<file path="src/rtl/rc4_pkg.sv">
// RC4 shared definitions: S-memory geometry, KSA state encoding and the
// key-byte selector used by both ksa_fsm and decode_fsm.
package rc4_pkg;

  localparam int unsigned RC4_MEM_DEPTH     = 256;
  localparam int unsigned RC4_ADDR_W        = $clog2(RC4_MEM_DEPTH);
  localparam int unsigned RC4_MAX_KEY_BYTES = 32;
  localparam int unsigned RC4_KEY_MAX_W     = 8 * RC4_MAX_KEY_BYTES;

  // The j read is issued from CALC_J (address = next j), so no separate RD_J state exists.
  typedef enum logic [3:0] {
    KSA_IDLE    = 4'd0,
    KSA_INIT_WR = 4'd1,
    KSA_RD_I    = 4'd2,
    KSA_WAIT_I  = 4'd3,
    KSA_CALC_J  = 4'd4,
    KSA_WAIT_J  = 4'd5,
    KSA_WR_I    = 4'd6,
    KSA_WR_J    = 4'd7,
    KSA_DONE    = 4'd8
  } ksa_state_t;

  // Key byte (idx mod nbytes); byte 0 is the most significant byte of the key.
  // key is the zero-extended key, nbytes its real length in bytes.
  function automatic logic [7:0] key_byte(input logic [RC4_KEY_MAX_W-1:0] key,
                                          input int unsigned              nbytes,
                                          input logic [7:0]               idx);
    int unsigned              k;
    logic [RC4_KEY_MAX_W-1:0] sh;
    k  = 32'(idx) % nbytes;
    sh = key >> (8 * (nbytes - 1 - k));
    return sh[7:0];
  endfunction

endpackage

</file>
<file path="src/rtl/ksa_fsm.sv">
// RC4 key-scheduling stage: optionally fills S with the identity, then runs
// the 256-iteration KSA swap loop against a 2-cycle-latency sync RAM.
// Build option: define KSA_INIT_EN to include the S[i]=i initialisation phase;
// without it S must already hold the identity permutation.
module ksa_fsm
  import rc4_pkg::*;
#(
  parameter int unsigned KEY_BYTES = 3,
  parameter int unsigned MEM_DEPTH = RC4_MEM_DEPTH
) (
  input  logic                    clock,
  input  logic                    reset,
  input  logic                    start,
  input  logic [8*KEY_BYTES-1:0]  secret_key,
  input  logic [7:0]              data_in,
  output logic [RC4_ADDR_W-1:0]   address,
  output logic [7:0]              data_out,
  output logic                    write_enable,
  output logic                    done
);

  localparam logic [RC4_ADDR_W-1:0] LAST_IDX = RC4_ADDR_W'(MEM_DEPTH - 1);

  ksa_state_t                state, state_n;
  logic [RC4_ADDR_W-1:0]     i, i_n;
  logic [RC4_ADDR_W-1:0]     j, j_n;
  logic [7:0]                si, si_n;
  logic [8*KEY_BYTES-1:0]    key_reg, key_n;
  logic [7:0]                kb;
  logic                      i_last;

  assign i_last = (i == LAST_IDX);

  // State and datapath registers.
  always_ff @(posedge clock or negedge reset) begin
    if (!reset) begin
      state   <= KSA_IDLE;
      i       <= '0;
      j       <= '0;
      si      <= '0;
      key_reg <= '0;
    end else begin
      state   <= state_n;
      i       <= i_n;
      j       <= j_n;
      si      <= si_n;
      key_reg <= key_n;
    end
  end

  // Next-state, datapath updates and Moore memory-port decode.
  always_comb begin
    state_n      = state;
    i_n          = i;
    j_n          = j;
    si_n         = si;
    key_n        = key_reg;
    address      = '0;
    data_out     = '0;
    write_enable = 1'b0;
    done         = 1'b0;
    kb           = key_byte(RC4_KEY_MAX_W'(key_reg), KEY_BYTES, i);

    case (state)
      KSA_IDLE: begin
        if (start) begin
          key_n = secret_key;
          i_n   = '0;
          j_n   = '0;
`ifdef KSA_INIT_EN
          state_n = KSA_INIT_WR;
`else
          state_n = KSA_RD_I;
`endif
        end
      end

`ifdef KSA_INIT_EN
      KSA_INIT_WR: begin
        address      = i;
        data_out     = 8'(i);
        write_enable = 1'b1;
        i_n          = i + 1'b1;
        if (i_last) begin
          i_n     = '0;
          state_n = KSA_RD_I;
        end
      end
`endif

      KSA_RD_I: begin
        address = i;
        state_n = KSA_WAIT_I;
      end

      KSA_WAIT_I: begin
        state_n = KSA_CALC_J;
      end

      // S[i] arrives; the new j is both registered and issued as the next read.
      KSA_CALC_J: begin
        si_n    = data_in;
        j_n     = j + data_in + kb;
        address = j_n;
        state_n = KSA_WAIT_J;
      end

      KSA_WAIT_J: begin
        state_n = KSA_WR_I;
      end

      // S[j] is on data_in this cycle and is written straight back to S[i].
      KSA_WR_I: begin
        address      = i;
        data_out     = data_in;
        write_enable = 1'b1;
        state_n      = KSA_WR_J;
      end

      // Completes the swap; when i==j this second write leaves S[i] unchanged.
      KSA_WR_J: begin
        address      = j;
        data_out     = si;
        write_enable = 1'b1;
        if (i_last) begin
          state_n = KSA_DONE;
        end else begin
          i_n     = i + 1'b1;
          state_n = KSA_RD_I;
        end
      end

      // Held while start stays high so a level request cannot retrigger.
      KSA_DONE: begin
        done = 1'b1;
        if (!start) state_n = KSA_IDLE;
      end

      default: begin
        state_n = KSA_IDLE;
      end
    endcase
  end

endmodule

</file>
<file path="config.mk">
export PLATFORM = sky130hd
export DESIGN_NAME = ksa_fsm
export DESIGN_NICKNAME = d
export VERILOG_FILES = /design/src/rtl/rc4_pkg.sv /design/src/rtl/ksa_fsm.sv
export SDC_FILE = /design/constraint.sdc
export NUM_CORES = 1
export LEC_CHECK = 0
export ABC_AREA = 1
export CAP_MARGIN = 20
export CORE_MARGIN = 1.5
export CORE_UTILIZATION = 51
export CTS_CLUSTER_DIAMETER = 60
export DETAILED_ROUTE_END_ITERATION = 10
export PLACE_DENSITY_LB_ADDON = 0.08
export REMOVE_ABC_BUFFERS = 1
export SYNTH_ARGS = -nofsm -noshare
export SYNTH_HDL_FRONTEND = slang
export SYNTH_SLANG_ARGS = --single-unit
</file>
<file path="constraint.sdc">
create_clock -name clock -period 7.9 [get_ports clock]
set_input_delay 2.37 -clock clock [delete_from_list [all_inputs] [get_ports clock]]
set_output_delay 2.37 -clock clock [all_outputs]
set_load 0.03 [all_outputs]
</file>
Yosys cells after proc, flatten, opt, wreduce, memory -nomap -nowiden
Index checks and enable logic that the tools add are counted.

Output and inout bits: 18. Logic and storage cells: 43. Flip-flop bits (word level): 52.

Shift-type cells: 1. Reduce and logical (&&, ||, !) cells: 9. Multiplexer cells: 12. Div/mod/pow operators: 1. Add/subtract/negate cells: 4. Eq/ne operators: 11.

Operators with widths (count): 8-bit case mux with 2 select lines (3); 8-bit by 2-bit modulo with 32-bit output, second input constant (1); 4-bit case mux with 8 select lines (1); 24-bit by 32-bit right shift with 8-bit output (1); 2-bit by 29-bit subtractor with 29-bit output, first input constant (1); 8-bit case mux with 3 select lines (1); 8-bit adder (2); 4-bit by 3-bit equality test with 1-bit output, second input constant (4); 8-bit two-way mux (2); 4-bit two-way mux (3); 8-bit by 1-bit adder with 8-bit output, second input constant (1); 4-bit by 2-bit equality test with 1-bit output, second input constant (2); 8-bit equality test, second input constant (1); 2-bit != test, second input constant (3); 2-bit AND reduction (3); 4-bit equality test, second input constant (1); 4-bit zero test (1); 2-bit nonzero test (2); 2-bit OR reduction (2); 3-bit AND reduction (1); 1-bit two-way mux (2).

Longest topological paths before layout
Gate-level depths: netlist of run 1.

Depth in word-level cells: 5. Depth in mapped cells: 53. Gate-level depth less buffers: 51.

Least setup slack after synthesis of run 1
Ideal clock, no wire load.

Path kind: register -> output. Start point: register i[6]. End point: output port address[7]. Path slack: -0.744 ns. Cell stages (with the launch flop): 52. Buffers on the path: 2. Data arrival time: 6.274 ns. Cell sequence: dfrtp_1 > buf_6 > clkbuf_1 > ha_1 > inv_1 > nand2_2 > nand2_1 > nand2_1 > nand3_1 > nand2_1 > nor2_1 > nand3_1 > and2_4 > nand3_1 > o21ai_0 > nor2_1 > nand3_1 > nand2_1 > [16 not listed] > nand2_1 > inv_2 > nand3_1 > fa_1 > inv_1 > ha_1 > inv_1 > fa_1 > o31ai_1 > inv_1 > nor2_1 > nor2_1 > o21bai_1 > xnor2_1 > inv_1 > nand4_1 > nand3_2 > nand2_1.

Word-level cells in the longest chain between the ends: 5.

RTL lines: start, declared (RTL line ksa_fsm.sv:25) `logic [RC4_ADDR_W-1:0] i, i_n;`; start signal, assigned (RTL line ksa_fsm.sv:44) `i <= i_n;`; 8-bit by 2-bit modulo with 32-bit output (RTL line rc4_pkg.sv:30) `k = 32'(idx) % nbytes;`; 2-bit by 29-bit subtractor with 29-bit output (RTL line rc4_pkg.sv:31) `sh = key >> (8 * (nbytes - 1 - k));`; 24-bit by 32-bit right shift with 8-bit output (RTL line rc4_pkg.sv:31); 8-bit adder (RTL line ksa_fsm.sv:103) `j_n = j + data_in + kb;`; 8-bit case mux with 3 select lines (RTL line ksa_fsm.sv:64) `case (state)`; end, declared (RTL line ksa_fsm.sv:16) `output logic [RC4_ADDR_W-1:0] address,`.

No other way between the ends.

Final worst setup path of run 1
Start point: register i[7]. End point: output port address[7].

Word-level cells in the longest chain between the ends: 5.

RTL lines (RTL line): 8-bit by 2-bit modulo with 32-bit output (rc4_pkg.sv:30); 2-bit by 29-bit subtractor with 29-bit output (rc4_pkg.sv:31); 24-bit by 32-bit right shift with 8-bit output (rc4_pkg.sv:31); 8-bit adder (ksa_fsm.sv:103); 8-bit case mux with 3 select lines (*) (ksa_fsm.sv:64).

Mark *: on every way between the ends. The rest lies on a longest branch, timed or not.

==> impl_results.md, run 1 <==
* Largest cells by area after synthesis: dfrtp_1, nand2_1, inv_1
* Final setup fails at 6
* CTS Buffer Depth at 2
* Port Buffers at 52
* Hold_buf cts at 0
* Post-synthesis async set-or-reset flop share at 1.00
* Diode count at 0
* Avg Inst Size Synth at 7.39 µm²
* Worst path max stage delay at 450 ps
* Required time of the critical path at 5530 ps
* Status: complete, but fails checks
* Post-synth EDFFs at 0
* First-pass GRT wire length at 18,100 µm
* Post-detail-place hpwl at 7530 µm
* Core area at 7650 µm²
* Yosys warnings at 0
* Critical-path top delay cell: fa_1
* Horiz. Die Dim at 91.5 µm
* Layout cells sized above 1 at 0.350
* Row count at 32
* CTS tree: yes
* Cell taking the most area after synthesis: dfrtp_1
* IO Pins at 53
* Minimum clock period at 9080 ps
* Slew margin rel. at 0.370
* FF+latch area at 1300 µm²
* Min-delay worst type: reg2reg
* Worst slack at placement at -1030 ps
* RSZ-0062 raised after global routing: true
* CTS Buf Count at 5
* Synth top area share at 0.326
* Final hold vios at 0
* Final design utilization at 0.768
* Congestion Overflow GR at 0
* #FFs+latches synth at 52
* H-Tree Depth at 2
* Placer Congestion at 0.864
* Routed vias at 4,227
* Layout area overhead at 47.1%
* Pin count of the biggest net entering global routing at 53
* Crit-path max FO at 6
* Antenna Violating Nets Remaining at 0
* CP Class: reg2out
* Final Instance Area at 5870 µm²
* Measured slew at the worst slew-check pin at 944 ps
* Sequential fraction of the synthesis area at 0.326
* Max cap viols at 0
* Post-DR wirelength/cell at 14.6 µm
* Worst-Skew Late Latency at 310 ps
* DRC at 0
* # fillers at 556
* Count leader, synth: nand2_1
* Tot GR Track Use at 0.270
* Multi-input logic area at 2770 µm²
* CTS clock-pin slew for the worst setup and hold paths at 100 ps
* Iteration count of the initial detailed-routing pass at 4
* Failing checks: setup timing
* Initial antenna violation count at 0
* Max frequency at 0.110 GHz
* Final setup TNS at -4830 ps
* Clock sinks at 52
* Routed wire length at 11,500 µm
* Fin Clk Skew at 14.6 ps
* Final Slew Violations at 0
* Syn Inst Count at 540
* Tcrit/Tclk final at 1.15
* Post-DP Area at 5000 µm²
* Root Buffer: clkbuf_8
* Top FF cell, synth: dfrtp_1
* Die area at 8370 µm²
* Initial Util at 0.522
* Die height at 91.5 µm
* Worst Setup Start Kind: register
* Area of the mapped netlist at 3990 µm²
* Iter 0 DRT Violations at 185
* Setup ws final at -1180 ps
* Vias in the first global route at 3,948
* Cell variety after synth at 40
* Max FFs per register at 24
* Data arrival, critical path at 6710 ps
* Top cells by count, synth: nand2_1, inv_1, dfrtp_1
* # nets final at 741
* Post-DR vias/cell at 5.36
* Critical Path End Type: output pin
==> cell type report <==
| cell class | count | share of cell area |
|---|---|---|
| Clock buffer | 6 | 0.0124 |
| Clock inverter | 1 | 0.000852 |
| Inverter | 71 | 0.0490 |
| Multi-Input combinational cell | 405 | 0.472 |
| Sequential cell | 52 | 0.222 |
| Tap cell | 102 | 0.0217 |
| Timing Repair Buffer | 151 | 0.223 |
==> kinds of logic (layout without fill, tap and decap cells) <==
group / Yosys count / after routing / synth area share
simple gates: 308 / 308 / 0.381
buf+inv: 83 / 229 / 0.0878
compound gates: 69 / 69 / 0.110
flops: 52 / 52 / 0.326
fa+ha+maj: 20 / 20 / 0.0777
xor+xnor: 8 / 8 / 0.0176
==> worst max-delay path: cells and delay by family, from the launching register on <==
family	cells	cell delay, ps
adders and majority gates	6	1640
AOI/OAI and AO/OA	2	430
buffers and inverters	11	750
and+or+nand+nor	29	2970
DFF	1	410
xor gates and xnor gates	1	190
==> what timing repair did <==
action / 4_1_cts / 5_1_grt
pin swaps: 39 / 43
gates resized for setup: 59 / 64
endpoints found under the setup margin: 8 / 8
setup buffers: 25 / 14
==> metrics by stage <==
step | std cells | hold slack, ps
global placement | 742 | 463
global route | 788 | 518
detailed placement | 742 | 466
finish | 788 | 489
floorplan | 528 | 449
CTS | 774 | 492
==> metal layers <==
| metal | share of wire | GRT usage |
|---|---|---|
| met3 | 0.052 | 0.0360 |
| met2 | 0.51 | 0.462 |
| met5 | 0 | 0 |
| met4 | 0.033 | 0.121 |
| met1 | 0.41 | 0.338 |
==> worst paths after layout <==
check / cells after the start / slack [ps] / endpoint / from
min in group asynchronous: 2 / 2150 / key_reg[7]$_DFFE_PN0P_ / reset
worst min-delay path: 2 / 490 / key_reg[16]$_DFFE_PN0P_ / key_reg[16]$_DFFE_PN0P_
worst max-delay path: 49 / -1180 / address[7] / i[7]$_DFFE_PN0P_
max in group asynchronous: 2 / 5270 / state[1]$_DFFE_PN0P_ / reset
worst max register to register: 49 / 1460 / j[7]$_DFFE_PN0P_ / i[7]$_DFFE_PN0P_
worst min register to register: 2 / 490 / key_reg[16]$_DFFE_PN0P_ / key_reg[16]$_DFFE_PN0P_
==> cells in the final DEF (no fill, tap or decap), drive strengths merged <==
cell / netlist / routed
nand2: 197 / 197
buf: 2 / 108
inv: 69 / 69
dfrtp: 52 / 52
nand3: 49 / 49
clkdlybuf4s50: 0 / 43
nor2: 38 / 38
o21ai: 35 / 35
nand4: 14 / 14
a21oi: 14 / 14
ha: 12 / 12
fa: 8 / 8
o221ai: 7 / 7
a22o: 6 / 6
clkbuf: 10 / 6
nor3: 5 / 5
xor2: 5 / 5
o22ai: 3 / 3
xnor2: 3 / 3
and2: 2 / 2
nand3b: 2 / 2
clkinv: 1 / 2
o31ai: 2 / 2
bufinv: 1 / 1
a31oi: 1 / 1
o21bai: 1 / 1
nor3b: 1 / 1
Power of run 1 is not shown: default switching activity piles up to over one toggle a cycle in this logic, so the estimate is an artifact.
==> run 2: changes to the inputs <==
Settings changed: SLEW_MARGIN set to 5.
==> results of run 2 <==
Final layout, timing and power as in run 1 (identical DEF).
Power of run 2 is left out for the same reason.
